### config.mk
export PLATFORM = sky130hd
export DESIGN_NAME = fetch_unit_flat
export DESIGN_NICKNAME = d
export VERILOG_FILES = /design/src/rtl/fetch_if.sv /design/src/rtl/fetch_unit.sv /design/src/flat_wrapper.sv
export SDC_FILE = /design/constraint.sdc
export NUM_CORES = 1
export LEC_CHECK = 0
export BUFFER_PORTS_ARGS = -buffer_cell sky130_fd_sc_hd__buf_4
export CORE_MARGIN = 4
export CORE_UTILIZATION = 31
export CTS_BUF_LIST = sky130_fd_sc_hd__clkbuf_16
export DETAILED_ROUTE_END_ITERATION = 8
export PLACE_DENSITY = 0.5
export SYNTH_ARGS = -nofsm -noshare
export SYNTH_HDL_FRONTEND = slang
export SYNTH_SLANG_ARGS = --single-unit
### constraint.sdc
create_clock -name clk -period 4.5 [get_ports clk]
set_input_delay 0.9 -clock clk [delete_from_list [all_inputs] [get_ports clk]]
set_output_delay 0.9 -clock clk [all_outputs]
set_load 0.05 [all_outputs]
### src/rtl/fetch_if.sv
// Fetch-stage bus bundle: instruction-memory req/ack channel, core redirect,
// and the valid/ready instruction stream handed to decode.
interface fetch_if;
    logic        imem_req;
    logic [31:0] imem_addr;
    logic        imem_ack;
    logic [31:0] imem_data;
    logic        redirect;
    logic [31:0] redirect_pc;
    logic        cmd_valid;
    logic        cmd_ready;
    logic [31:0] cmd;
    logic [31:0] cmd_pc;

    modport master (
        output imem_req, imem_addr, cmd_valid, cmd, cmd_pc,
        input  imem_ack, imem_data, redirect, redirect_pc, cmd_ready
    );

    modport slave (
        input  imem_req, imem_addr, cmd_valid, cmd, cmd_pc,
        output imem_ack, imem_data, redirect, redirect_pc, cmd_ready
    );
endinterface

### src/rtl/fetch_unit.sv
// Instruction fetch stage: owns the fetch PC, requests words from imem, buffers
// {pc, word} pairs in a small FIFO and flushes/restarts on core redirects.
//
// state | meaning
// RUN   | normal fetch at fetch_pc while the FIFO has room
// DRAIN | a redirect hit a pending request; hold drain_addr until acked, drop data
module fetch_unit #(
    parameter int unsigned DEPTH    = 4,
    parameter logic [31:0] RESET_PC = 32'h0000_0000
) (
    input  logic    clk,
    input  logic    rst,
    fetch_if.master bus
);
    localparam int unsigned AW       = $clog2(DEPTH);
    localparam logic [AW:0] FULL_CNT = (AW + 1)'(DEPTH);

    typedef enum logic {RUN, DRAIN} state_e;

    state_e          state_q;
    logic [31:0]     fetch_pc_q;
    logic [31:0]     drain_addr_q;
    logic [AW:0]     count_q;
    logic [AW:0]     count_d;
    logic [AW-1:0]   rd_ptr_q;
    logic [AW-1:0]   wr_ptr_q;
    logic [31:0]     pc_mem_q   [DEPTH];
    logic [31:0]     data_mem_q [DEPTH];

    logic req;
    logic xfer;
    logic push;
    logic pop;
    logic valid;

    always_comb begin
        req   = !rst && ((state_q == DRAIN) || (count_q != FULL_CNT));
        xfer  = req && bus.imem_ack;
        push  = xfer && (state_q == RUN) && !bus.redirect;
        valid = !rst && (count_q != '0);
        pop   = valid && bus.cmd_ready;
        count_d = count_q;
        if (push && !pop) begin
            count_d = count_q + 1'b1;
        end else if (pop && !push) begin
            count_d = count_q - 1'b1;
        end
    end

    assign bus.imem_req  = req;
    assign bus.imem_addr = (state_q == DRAIN) ? drain_addr_q : fetch_pc_q;
    assign bus.cmd_valid = valid;
    assign bus.cmd       = valid ? data_mem_q[rd_ptr_q] : '0;
    assign bus.cmd_pc    = valid ? pc_mem_q[rd_ptr_q]   : '0;

    always_ff @(posedge clk) begin
        if (push) begin
            pc_mem_q[wr_ptr_q]   <= fetch_pc_q;
            data_mem_q[wr_ptr_q] <= bus.imem_data;
        end
    end

    always_ff @(posedge clk) begin
        if (rst) begin
            state_q      <= RUN;
            fetch_pc_q   <= RESET_PC;
            drain_addr_q <= '0;
            count_q      <= '0;
            rd_ptr_q     <= '0;
            wr_ptr_q     <= '0;
        end else if (bus.redirect) begin
            // Redirect wins over push/pop; a pending un-acked request must still complete.
            fetch_pc_q <= bus.redirect_pc & ~32'd3;
            count_q    <= '0;
            rd_ptr_q   <= '0;
            wr_ptr_q   <= '0;
            case (state_q)
                RUN: begin
                    if (req && !bus.imem_ack) begin
                        drain_addr_q <= fetch_pc_q;
                        state_q      <= DRAIN;
                    end
                end
                DRAIN: begin
                    if (bus.imem_ack) begin
                        state_q <= RUN;
                    end
                end
                default: state_q <= RUN;
            endcase
        end else begin
            if ((state_q == DRAIN) && bus.imem_ack) begin
                state_q <= RUN;
            end
            if (push) begin
                wr_ptr_q   <= wr_ptr_q + 1'b1;
                fetch_pc_q <= fetch_pc_q + 32'd4;
            end
            if (pop) begin
                rd_ptr_q <= rd_ptr_q + 1'b1;
            end
            count_q <= count_d;
        end
    end
endmodule

### src/flat_wrapper.sv
// flat-port wrapper written by rule: the top's interface ports become plain ports
module fetch_unit_flat 
#(
    parameter int unsigned DEPTH    = 4,
    parameter logic [31:0] RESET_PC = 32'h0000_0000
)
  (clk, rst, bus_imem_req, bus_imem_addr, bus_cmd_valid, bus_cmd, bus_cmd_pc, bus_imem_ack, bus_imem_data, bus_redirect, bus_redirect_pc, bus_cmd_ready);
  fetch_if bus_i ();
  input  logic clk;
  input  logic rst;
  output wire logic [$bits(bus_i.imem_req)-1:0] bus_imem_req;
  output wire logic [$bits(bus_i.imem_addr)-1:0] bus_imem_addr;
  output wire logic [$bits(bus_i.cmd_valid)-1:0] bus_cmd_valid;
  output wire logic [$bits(bus_i.cmd)-1:0] bus_cmd;
  output wire logic [$bits(bus_i.cmd_pc)-1:0] bus_cmd_pc;
  input wire logic [$bits(bus_i.imem_ack)-1:0] bus_imem_ack;
  input wire logic [$bits(bus_i.imem_data)-1:0] bus_imem_data;
  input wire logic [$bits(bus_i.redirect)-1:0] bus_redirect;
  input wire logic [$bits(bus_i.redirect_pc)-1:0] bus_redirect_pc;
  input wire logic [$bits(bus_i.cmd_ready)-1:0] bus_cmd_ready;
  assign bus_imem_req = bus_i.imem_req;
  assign bus_imem_addr = bus_i.imem_addr;
  assign bus_cmd_valid = bus_i.cmd_valid;
  assign bus_cmd = bus_i.cmd;
  assign bus_cmd_pc = bus_i.cmd_pc;
  assign bus_i.imem_ack = bus_imem_ack;
  assign bus_i.imem_data = bus_imem_data;
  assign bus_i.redirect = bus_redirect;
  assign bus_i.redirect_pc = bus_redirect_pc;
  assign bus_i.cmd_ready = bus_cmd_ready;
  fetch_unit #(.DEPTH(DEPTH), .RESET_PC(RESET_PC)) u_core (.clk(clk), .rst(rst), .bus(bus_i));
endmodule
==> reports/metrics.csv, run 1 <==
metric,value,unit
status,finished clean,
start_kind,register,
leakage,5.74,nW
fin_crit_sh,79.4,%
first_pass_iters,4,
async_reset_ff_share,0,%
synth-seq-area-share,68.0,%
drv_slew,0,
synth-seq-cells,318,
cts_setup_buffers,0,
pre_cts_ws,1.02,ns
grt_pass1_vias,7841,
antenna_found_initial,0,
cts_made_buffers,36,
routed_via_density,4.74,
power.density,416,nW/um2
place.gp.congestion,0.696,
grt_max_degree,58,
rsz0062_at_grt,no,
setup_slack,0.929,ns
nets,1091,
clock_tree.htree_level_count,2,
yosysTopAreaCell,edfxtp_1,
p_total,6.70,mW
layout_commonest_cell,edfxtp_1,
clk_path_buf_depth,3,
via_count,7469,
whs_endpoint,u_core.drain_addr_q[30],
netlist_area,13000,um2
cts_root_buf,clkbuf_16,
portBuffers,160,
clock_power_share,44.5,%
min_period,3.57,ns
postSynthAreaPerCell,15.4,um2
peakVddDrop,0.192,mV
wirelength,31400,um
initialDrtViolationCount,421,
rr_startpoint,u_core.fetch_pc_q[6],
grt_overflow,0,
maxCapViolCount,0,
path_clk_slew,0.06,ns
layout_common_cells,"edfxtp_1, buf_4, nand2_1",
synth_edf_count,248,
dieArea,45300,um2
hold_depth,2,
fmax,0.280,GHz
synthFlopType,edfxtp_1,
r2r_cells,5,
fp-row-count,74,
hold_class,reg -> reg,
ios,167,
yosysWarningCount,0,
required,3.60,ns
p_comb_share,6.6,%
relSlewSlack,39.0,%
path_class,reg -> out,
synth.top_cell.area_share,57.2,%
ys_types,44,
worstPathMaxFanout,30,
seq_area,8860,um2
die_w,213,um
grt_util_all_layers,14.0,%
fin_cells,1575,
ant_nets,0,
cts_resized,0,
hp-start,u_core.drain_addr_q[30],
r2r-end,u_core.fetch_pc_q[29],
seqPwrFrac,48.9,%
synth_area_leaders,"edfxtp_1, dfxtp_1, mux4_2, and2_1, mux2_2",
grt_pass1_wl,48300,um
hold_viol,0,
worst_pin_slew,0.916,ns
reg2reg_slack,1.65,ns
wl_per_cell,20.0,um
initial_core_util,31.6,%
cp-end-kind,output pin,
tns,0,ns
p_sw,1.49,mW
fillerInstances,3840,
syn_inst,844,
route.detailed.drc,0,
dpl.hpwl,20300,um
p_sw_share,22.2,%
areaGrowthSynthToFinish,23.6,%
multiInputGateArea,3880,um2
clock-sinks,318,
hold_buffers,0,
core_area,41200,um2
fin_worst_skew,0.0175,ns
intPower,5.21,mW
setup_violations,0,
clk_latency,0.53,ns
drive_gt1_share,32.2,%
crit_arrival,2.67,ns
die_y,213,um
place_inst,1509,
cts_tree,done,
==> sequential cells by signal (all words and copies together), names as in the netlist, named ones only <==
| name | flops |
|---|---|
| u_core.count_q | 3 |
| u_core.data_mem_q | 128 |
| u_core.drain_addr_q | 30 |
| u_core.fetch_pc_q | 30 |
| u_core.pc_mem_q | 120 |
| u_core.rd_ptr_q | 2 |
| u_core.state_q | 1 |
| u_core.wr_ptr_q | 2 |
==> worst max-delay path, stage by stage, from the launching register on <==
cell and delay, ns:
dfxtp_4 0.77, buf_4 0.41, mux4_2 0.59, and2_1 0.18
buf_4 0.18
==> layout make-up <==
class / count / share of cell area [%]
well taps: 532 / 4.13
clock inverters: 28 / 1.73
repair buffers: 185 / 8.70
multi-input cells: 451 / 24.1
clock buffers: 37 / 5.75
diodes: 1 / 0.0155
flip-flops and latches: 318 / 55.0
inverters: 23 / 0.536
==> synth_stat cells, types with 4 or more instances <==
cell type / instances
a21oi_1: 51
and2_1: 68
and4_1: 6
buf_2: 7
buf_4: 4
clkbuf_1: 41
dfxtp_1: 70
edfxtp_1: 248
ha_1: 6
inv_1: 23
mux2_2: 28
mux2i_1: 7
mux4_2: 62
nand2_1: 78
nand3_1: 11
nand4_1: 7
nor2_1: 19
nor2b_1: 4
nor3_1: 10
nor4_1: 9
o21a_1: 17
o21ai_0: 8
or3_1: 5
xnor2_1: 13
xor2_1: 17
==> kinds of logic (layout without fill, tap and decap cells) <==
kind of cell / after synthesis / in the layout / share of synthesized area, %
multiplexers: 97 / 97 / 13.7
flip-flops: 318 / 318 / 68.0
AO/OA/AOI/OAI: 82 / 82 / 3.56
other: 1 / 5 / 0.0288
XOR/XNOR: 30 / 30 / 2.02
AND/OR/NAND/NOR: 231 / 231 / 9.53
buffers and inverters: 78 / 273 / 2.49
adder cells (fa/ha/maj): 7 / 7 / 0.730
==> metrics by stage <==
| step | cell area (um2) | utilization, % | hold slack (ns) |
|---|---|---|---|
| 3_3_place_gp | 14900 | 36.1 | 0.438 |
| 2_1_floorplan | 13000 | - | 0.433 |
| 5_1_grt | 16100 | 39.1 | 0.474 |
| 4_1_cts | 16100 | 39.1 | 0.455 |
| 3_5_place_dp | 14900 | 36.1 | 0.447 |
| 6_report | 16100 | 39.1 | 0.452 |
==> worst max path at each step <==
stage | end | slack, ns | startpoint | cells after the start
after global routing | bus_cmd_pc[21] | 0.70 | register | 4
final | bus_cmd_pc[21] | 0.93 | register | 4
after CTS | bus_cmd_pc[22] | 0.77 | register | 4
after floorplan | u_core.data_mem_q[0][0] | 0.81 | rst | 5
after global placement | u_core.count_q[2] | 1.05 | rst | 10
after detailed placement | u_core.count_q[2] | 1.02 | rst | 10
==> routing by layer <==
| metal | global-route usage, % | wire length [um] | vias up |
|---|---|---|---|
| li1 | - | - | 3504 |
| met1 | 20.1 | 14900 | 3773 |
| met2 | 21.7 | 14600 | 152 |
| met3 | 3.07 | 1350 | 40 |
| met4 | 3.62 | 583 | 0 |
| met5 | 0 | 0 | - |
==> power by group through the flow <==
stage	sequential, mW	combinational (mW)	clock [mW]
5_1_grt	3.28	0.476	3.22
3_5_place_dp	3.34	0.451	0
4_1_cts	3.28	0.452	3.08
2_1_floorplan	3.31	0.289	0
6_report	3.28	0.443	2.98
3_3_place_gp	3.34	0.448	0
(Power assumes the default switching activity.)
==> run 2: changes to the inputs <==
--- a/config.mk
+++ b/config.mk
@@ -10,7 +10,7 @@
 export CORE_UTILIZATION = 31
 export CTS_BUF_LIST = sky130_fd_sc_hd__clkbuf_16
 export DETAILED_ROUTE_END_ITERATION = 8
-export PLACE_DENSITY = 0.5
+export PLACE_DENSITY = 0.52
 export SYNTH_ARGS = -nofsm -noshare
 export SYNTH_HDL_FRONTEND = slang
 export SYNTH_SLANG_ARGS = --single-unit
==> constraint.sdc (replaced) <==
create_clock -name clk -period 2.9 [get_ports clk]
set_input_delay 0.58 -clock clk [delete_from_list [all_inputs] [get_ports clk]]
set_output_delay 0.58 -clock clk [all_outputs]
set_load 0.05 [all_outputs]
==> run 2 against run 1 <==
First-iteration DRC count rose by 11%. Wire length rose by 0.48%. Non-clock buffer count rose by 18. Combinational power rose by 68%. Worst setup slack got worse by 0.82 ns. Final cell count rose by 1.3%. Via count rose by 1.2%. Register-to-register slack got worse by 1.2 ns. Utilization rose by 0.86 points. Largest cell class unchanged.
==> reports/metrics.csv, run 2 (synthesized netlist as in run 1, its figures left out) <==
metric,value,unit,change
portBuffers,160,,unchanged
nets,1111,,+1.8%
r2r-end,u_core.count_q[2],,
drive_gt1_share,33.5,%,+1.2 points
route.detailed.drc,0,,unchanged
antenna_found_initial,0,,unchanged
worst_pin_slew,0.635,ns,-0.281 ns
initialDrtViolationCount,467,,+11%
clk_path_buf_depth,3,,unchanged
power.density,634,nW/um2,+52%
status,finished clean,,
die_y,213,um,unchanged
drv_slew,0,,unchanged
ios,167,,unchanged
layout_common_cells,"edfxtp_1, buf_4, nand2_1",,
layout_commonest_cell,edfxtp_1,,
initial_core_util,31.6,%,unchanged
core_area,41200,um2,unchanged
setup_slack,0.109,ns,-0.820 ns
hold_class,in -> reg,,
fillerInstances,3827,,-0.34%
fmax,0.358,GHz,
cts_root_buf,clkbuf_16,,
slowest_delay,0.59,ns,-0.18 ns
reg2reg_slack,0.50,ns,-1.15 ns
cp_num_buf_inv,2,,unchanged
critPathCapture,bus_cmd_pc[8],,
die_w,213,um,unchanged
grt_pass1_vias,7861,,+0.26%
leakage,5.91,nW,+2.9%
maxCapViolCount,0,,unchanged
crit_chain,"buf_4, mux4_2, and2_1, buf_4",,
peakVddDrop,0.364,mV,+89%
dpl.hpwl,20500,um,+1.0%
fin_hold_ws,0.241,ns,-0.211 ns
cts_resized,0,,unchanged
crit_arrival,2.21,ns,-0.46 ns
rr_startpoint,u_core.state_q,,
crit_cells,4,,unchanged
rsz0062_at_grt,yes,,
fin_crit_sh,96.3,%,
cts_made_buffers,38,,+5.6%
clk_latency,0.54,ns,about the same
areaGrowthSynthToFinish,26.3,%,
tns,0,ns,unchanged
start_kind,register,,
routed_via_density,4.73,,-0.17%
p_total,10.4,mW,+56%
min_period,2.79,ns,
clock_tree.htree_level_count,2,,unchanged
largest_register,u_core.data_mem_q,,
wirelength,31600,um,+0.48%
setup_violations,0,,unchanged
path_clk_slew,0.06,ns,about the same
first_pass_iters,4,,unchanged
fp-row-count,74,,unchanged
cts_tree,done,,
required,2.32,ns,-1.28 ns
path_class,reg -> out,,
fin_worst_skew,0.0190,ns,+0.00155 ns
top_regs,"u_core.data_mem_q (128), u_core.pc_mem_q (120)",,
dieArea,45300,um2,unchanged
grt_overflow,0,,unchanged
cp_slowest_cell,mux4_2,,
relSlewSlack,57.7,%,+19 points
largest_register_ffs,128,,unchanged
worstPathMaxFanout,18,,-40%
r2r_cells,9,,+4
grt_pass1_wl,48400,um,+0.17%
ant_nets,0,,unchanged
wl_per_cell,19.8,um,-0.84%
critical-path-top-delay-family,multiplexers,,
utilization,39.9,%,+0.86 points
hold_buffers,0,,unchanged
grt_max_degree,56,,-3.4%
pre_cts_ws,0.109,ns,-0.912 ns
grt_util_all_layers,14.0,%,+0.047 points
place.gp.congestion,0.709,,+1.8%
crit_top_cell,buf_4,,
cp-end-kind,output pin,,
via_count,7556,,+1.2%
hold_viol,0,,unchanged
clock-sinks,318,,unchanged
run 2: cell count changes in the layout (fill, tap and decap cells not counted), sizes merged:
cell,before,now
inv,30,34
clkinvlp,0,1
clkbuf,37,41
clkinv,15,12
bufinv,6,3
buf,185,203
run 2: worst min-delay path by stage:
stage	slack [ns]	cells after the start	endpoint	start
6_report	0.24	2	u_core.state_q	bus_imem_ack
5_1_grt	0.21	1	u_core.data_mem_q[2][0]	bus_imem_data[0]
4_1_cts	0.21	1	u_core.data_mem_q[2][0]	bus_imem_data[0]
3_5_place_dp	0.45	2	u_core.drain_addr_q[12]	u_core.drain_addr_q[12]
3_3_place_gp	0.44	2	u_core.drain_addr_q[13]	u_core.drain_addr_q[13]
2_1_floorplan	0.43	2	u_core.drain_addr_q[11]	u_core.drain_addr_q[11]
run 2: cell type report:
type                            instances  area (um2)  area share (%)
Antenna cell                            1        2.50          0.0152
Clock buffer                           41        1030            6.24
Clock inverter                         27         195            1.19
Inverter                               23        86.3           0.525
Multi-Input combinational cell        451        3880            23.6
Sequential cell                       318        8860            53.8
Tap cell                              532         666            4.05
Timing Repair Buffer                  203        1740            10.6
run 2: report_power, final:
group / switching (mW) / internal (mW) / total (mW)
combinational: 0.463 / 0.283 / 0.746
clock: 1.82 / 2.80 / 4.62
sequential: 0.0699 / 4.99 / 5.06
run 2: per-stage QoR:
| stage | instances | area (um2) |
|---|---|---|
| 2_1_floorplan | 847 | 13000 |
| 3_3_place_gp | 1527 | 15200 |
| 3_5_place_dp | 1527 | 15200 |
| 4_1_cts | 1595 | 16400 |
| 5_1_grt | 1595 | 16400 |
| 6_report | 1596 | 16500 |
run 2: timing repair:
item,CTS,global route
setup endpoints to repair,0,2
endpoints found under the hold margin,0,0
buffers inserted,0,0
run 2: routing by layer:
| layer | track usage, % | wire (um) |
|---|---|---|
| met1 | 20.0 | 14800 |
| met2 | 21.8 | 14600 |
| met3 | 3.48 | 1680 |
| met4 | 3.31 | 518 |
| met5 | 0 | 0 |
run 2: worst reg2reg max path: stages (launching register included):
cell	delay, ns
dfxtp_1	0.31
or3b_1	0.41
nand2b_1	0.19
nor2_1	0.16
ha_1	0.22
inv_1	0.06
fa_1	0.37
xor2_1	0.17
or3_1	0.30
a21oi_1	0.13
==> run 3: changes to the inputs <==
--- a/config.mk
+++ b/config.mk
@@ -11,6 +11,7 @@
 export CTS_BUF_LIST = sky130_fd_sc_hd__clkbuf_16
 export DETAILED_ROUTE_END_ITERATION = 8
 export PLACE_DENSITY = 0.52
+export SETUP_SLACK_MARGIN = 0.15
 export SYNTH_ARGS = -nofsm -noshare
 export SYNTH_HDL_FRONTEND = slang
 export SYNTH_SLANG_ARGS = --single-unit
==> run 3 against run 2 <==
Final area up 1.8%. Wire length up 3.8%. Worst hold slack better by 0.0087 ns. Fmax up 3.9%. Critical path depth up 1. Non-clock buffer count up 12. Sequential power about the same. Largest cell class unchanged. Utilization up 0.70 points. Combinational power up 2%. First-iteration DRC count down 2.6%. Register-to-register slack about the same. Flip-flop and latch count unchanged.
==> reports/metrics.csv, run 3 (synthesized netlist as in run 1, its figures left out) <==
metric,value,unit,change
fp-row-count,74,,unchanged
route.detailed.drc,0,,unchanged
grt_util_all_layers,14.0,%,+0.016 points
place.gp.congestion,0.709,,unchanged
clock_tree.htree_level_count,2,,unchanged
leakage,6.02,nW,+1.9%
start_kind,register,,
cts_root_buf,clkbuf_16,,
cts_tree,done,,
routed_via_density,4.75,,+0.36%
first_pass_iters,4,,unchanged
peakVddDrop,0.368,mV,+1.1%
worst_pin_slew,0.633,ns,-0.00169 ns
wl_per_cell,20.4,um,+3.0%
power.density,623,nW/um2,-1.7%
path_class,reg -> out,,
core_area,41200,um2,unchanged
grt_max_degree,56,,unchanged
largest_register_ffs,128,,unchanged
utilization,40.6,%,+0.70 points
dpl.hpwl,20500,um,unchanged
initial_core_util,31.6,%,unchanged
layout_common_cells,"edfxtp_1, buf_4, nand2_1",,
areaGrowthSynthToFinish,28.6,%,
die_w,213,um,unchanged
nets,1123,,+1.1%
multiInputGateArea,3890,um2,about the same
fillerInstances,3791,,-0.94%
ant_nets,0,,unchanged
place_inst,1527,,unchanged
hold_buffers,0,,unchanged
drive_gt1_share,34.3,%,+0.84 points
tns,0,ns,unchanged
clk_latency,0.53,ns,about the same
seq_area,8860,um2,unchanged
status,finished clean,,
clock-sinks,318,,unchanged
relSlewSlack,57.8,%,+0.11 points
cp-end-kind,output pin,,
grt_overflow,0,,unchanged
via_count,7640,,+1.1%
rsz0062_at_grt,yes,,
fmax,0.372,GHz,+3.9%
layout_commonest_cell,edfxtp_1,,
wirelength,32800,um,+3.8%
cts_made_buffers,38,,unchanged
dieArea,45300,um2,unchanged
top_regs,"u_core.data_mem_q (128), u_core.pc_mem_q (120)",,
hold_class,in -> reg,,
ios,167,,unchanged
grt_pass1_vias,7864,,+0.038%
initialDrtViolationCount,455,,-2.6%
required,2.32,ns,about the same
clk_path_buf_depth,3,,unchanged
worstPathMaxFanout,6,,-12
crit_arrival,2.11,ns,-0.10 ns
drv_slew,0,,unchanged
largest_register,u_core.data_mem_q,,
fin_crit_sh,92.6,%,-3.6 points
path_clk_slew,0.06,ns,about the same
fin_cells,1608,,+0.75%
setup_violations,0,,unchanged
antenna_found_initial,0,,unchanged
fin_worst_skew,0.0148,ns,-0.00421 ns
maxCapViolCount,0,,unchanged
min_period,2.69,ns,-0.105 ns
hold_viol,0,,unchanged
portBuffers,160,,unchanged
grt_pass1_wl,48400,um,about the same
die_y,213,um,unchanged
==> run 3: changes by cell type in the layout (fill, tap and decap cells not counted), moves of 2 or more <==
cell	previous run	this run
buf_4	186	170
clkbuf_16	41	45
buf_6	0	20
buf_12	17	19
==> run 3: stage by stage <==
stage | setup WS (ns) | power [mW] | cell area (um2) | hold slack [ns]
final | 0.214 | 10.4 | 16700 | 0.249
after global routing | 0.133 | 10.9 | 16700 | 0.212
after detailed placement | 0.109 | 5.91 | 15200 | 0.446
after floorplan | 0.204 | 5.58 | 13000 | 0.433
after CTS | 0.0441 | 10.6 | 16500 | 0.209
after global placement | 0.132 | 5.91 | 15200 | 0.438
==> run 3: layer usage <==
metal / up-vias / GRT usage, % / part of all wire, %
met4: 0 / 3.31 / 1.5
met1: 3855 / 20.0 / 47
met3: 35 / 3.48 / 5.1
li1: 3580 / - / -
met5: - / 0 / 0
met2: 170 / 21.8 / 46
==> run 3: power by group <==
group          switching [mW]  internal [mW]  total [mW]
registers              0.0706           4.99        5.06
logic                   0.468          0.294       0.761
clock network            1.81           2.80        4.61
==> run 3: final cells by class <==
type / instances / area share, %
flip-flops and latches: 318 / 52.9
clock buffers: 41 / 6.13
clock inverters: 27 / 1.17
repair buffers: 215 / 12.1
well taps: 532 / 3.98
diodes: 1 / 0.0149
multi-input cells: 451 / 23.2
inverters: 23 / 0.516
==> run 3: worst paths after layout <==
| kind | start | cells past startpoint | slack [ns] | to |
|---|---|---|---|---|
| max | register | 5 | 0.21 | bus_cmd_pc[17] |
| min | bus_imem_data[28] | 1 | 0.25 | u_core.data_mem_q[0][28] |
| max reg2reg | u_core.state_q | 9 | 0.51 | u_core.count_q[2] |
| min reg2reg | u_core.drain_addr_q[19] | 2 | 0.45 | u_core.drain_addr_q[19] |
==> run 3: what timing repair did <==
item | CTS | global route
cloned | 0 | 8
endpoints found under the setup margin | 62 | 62
gates resized for setup | 2 | 23
hold endpoints to repair | 0 | 0
buffers inserted | 0 | 4
==> run 3: worst max-delay path, stage by stage, from the launching register on <==
cell	delay, ns
dfxtp_4	0.38
buf_12	0.16
clkbuf_16	0.18
mux4_2	0.50
and2_1	0.19
buf_6	0.16
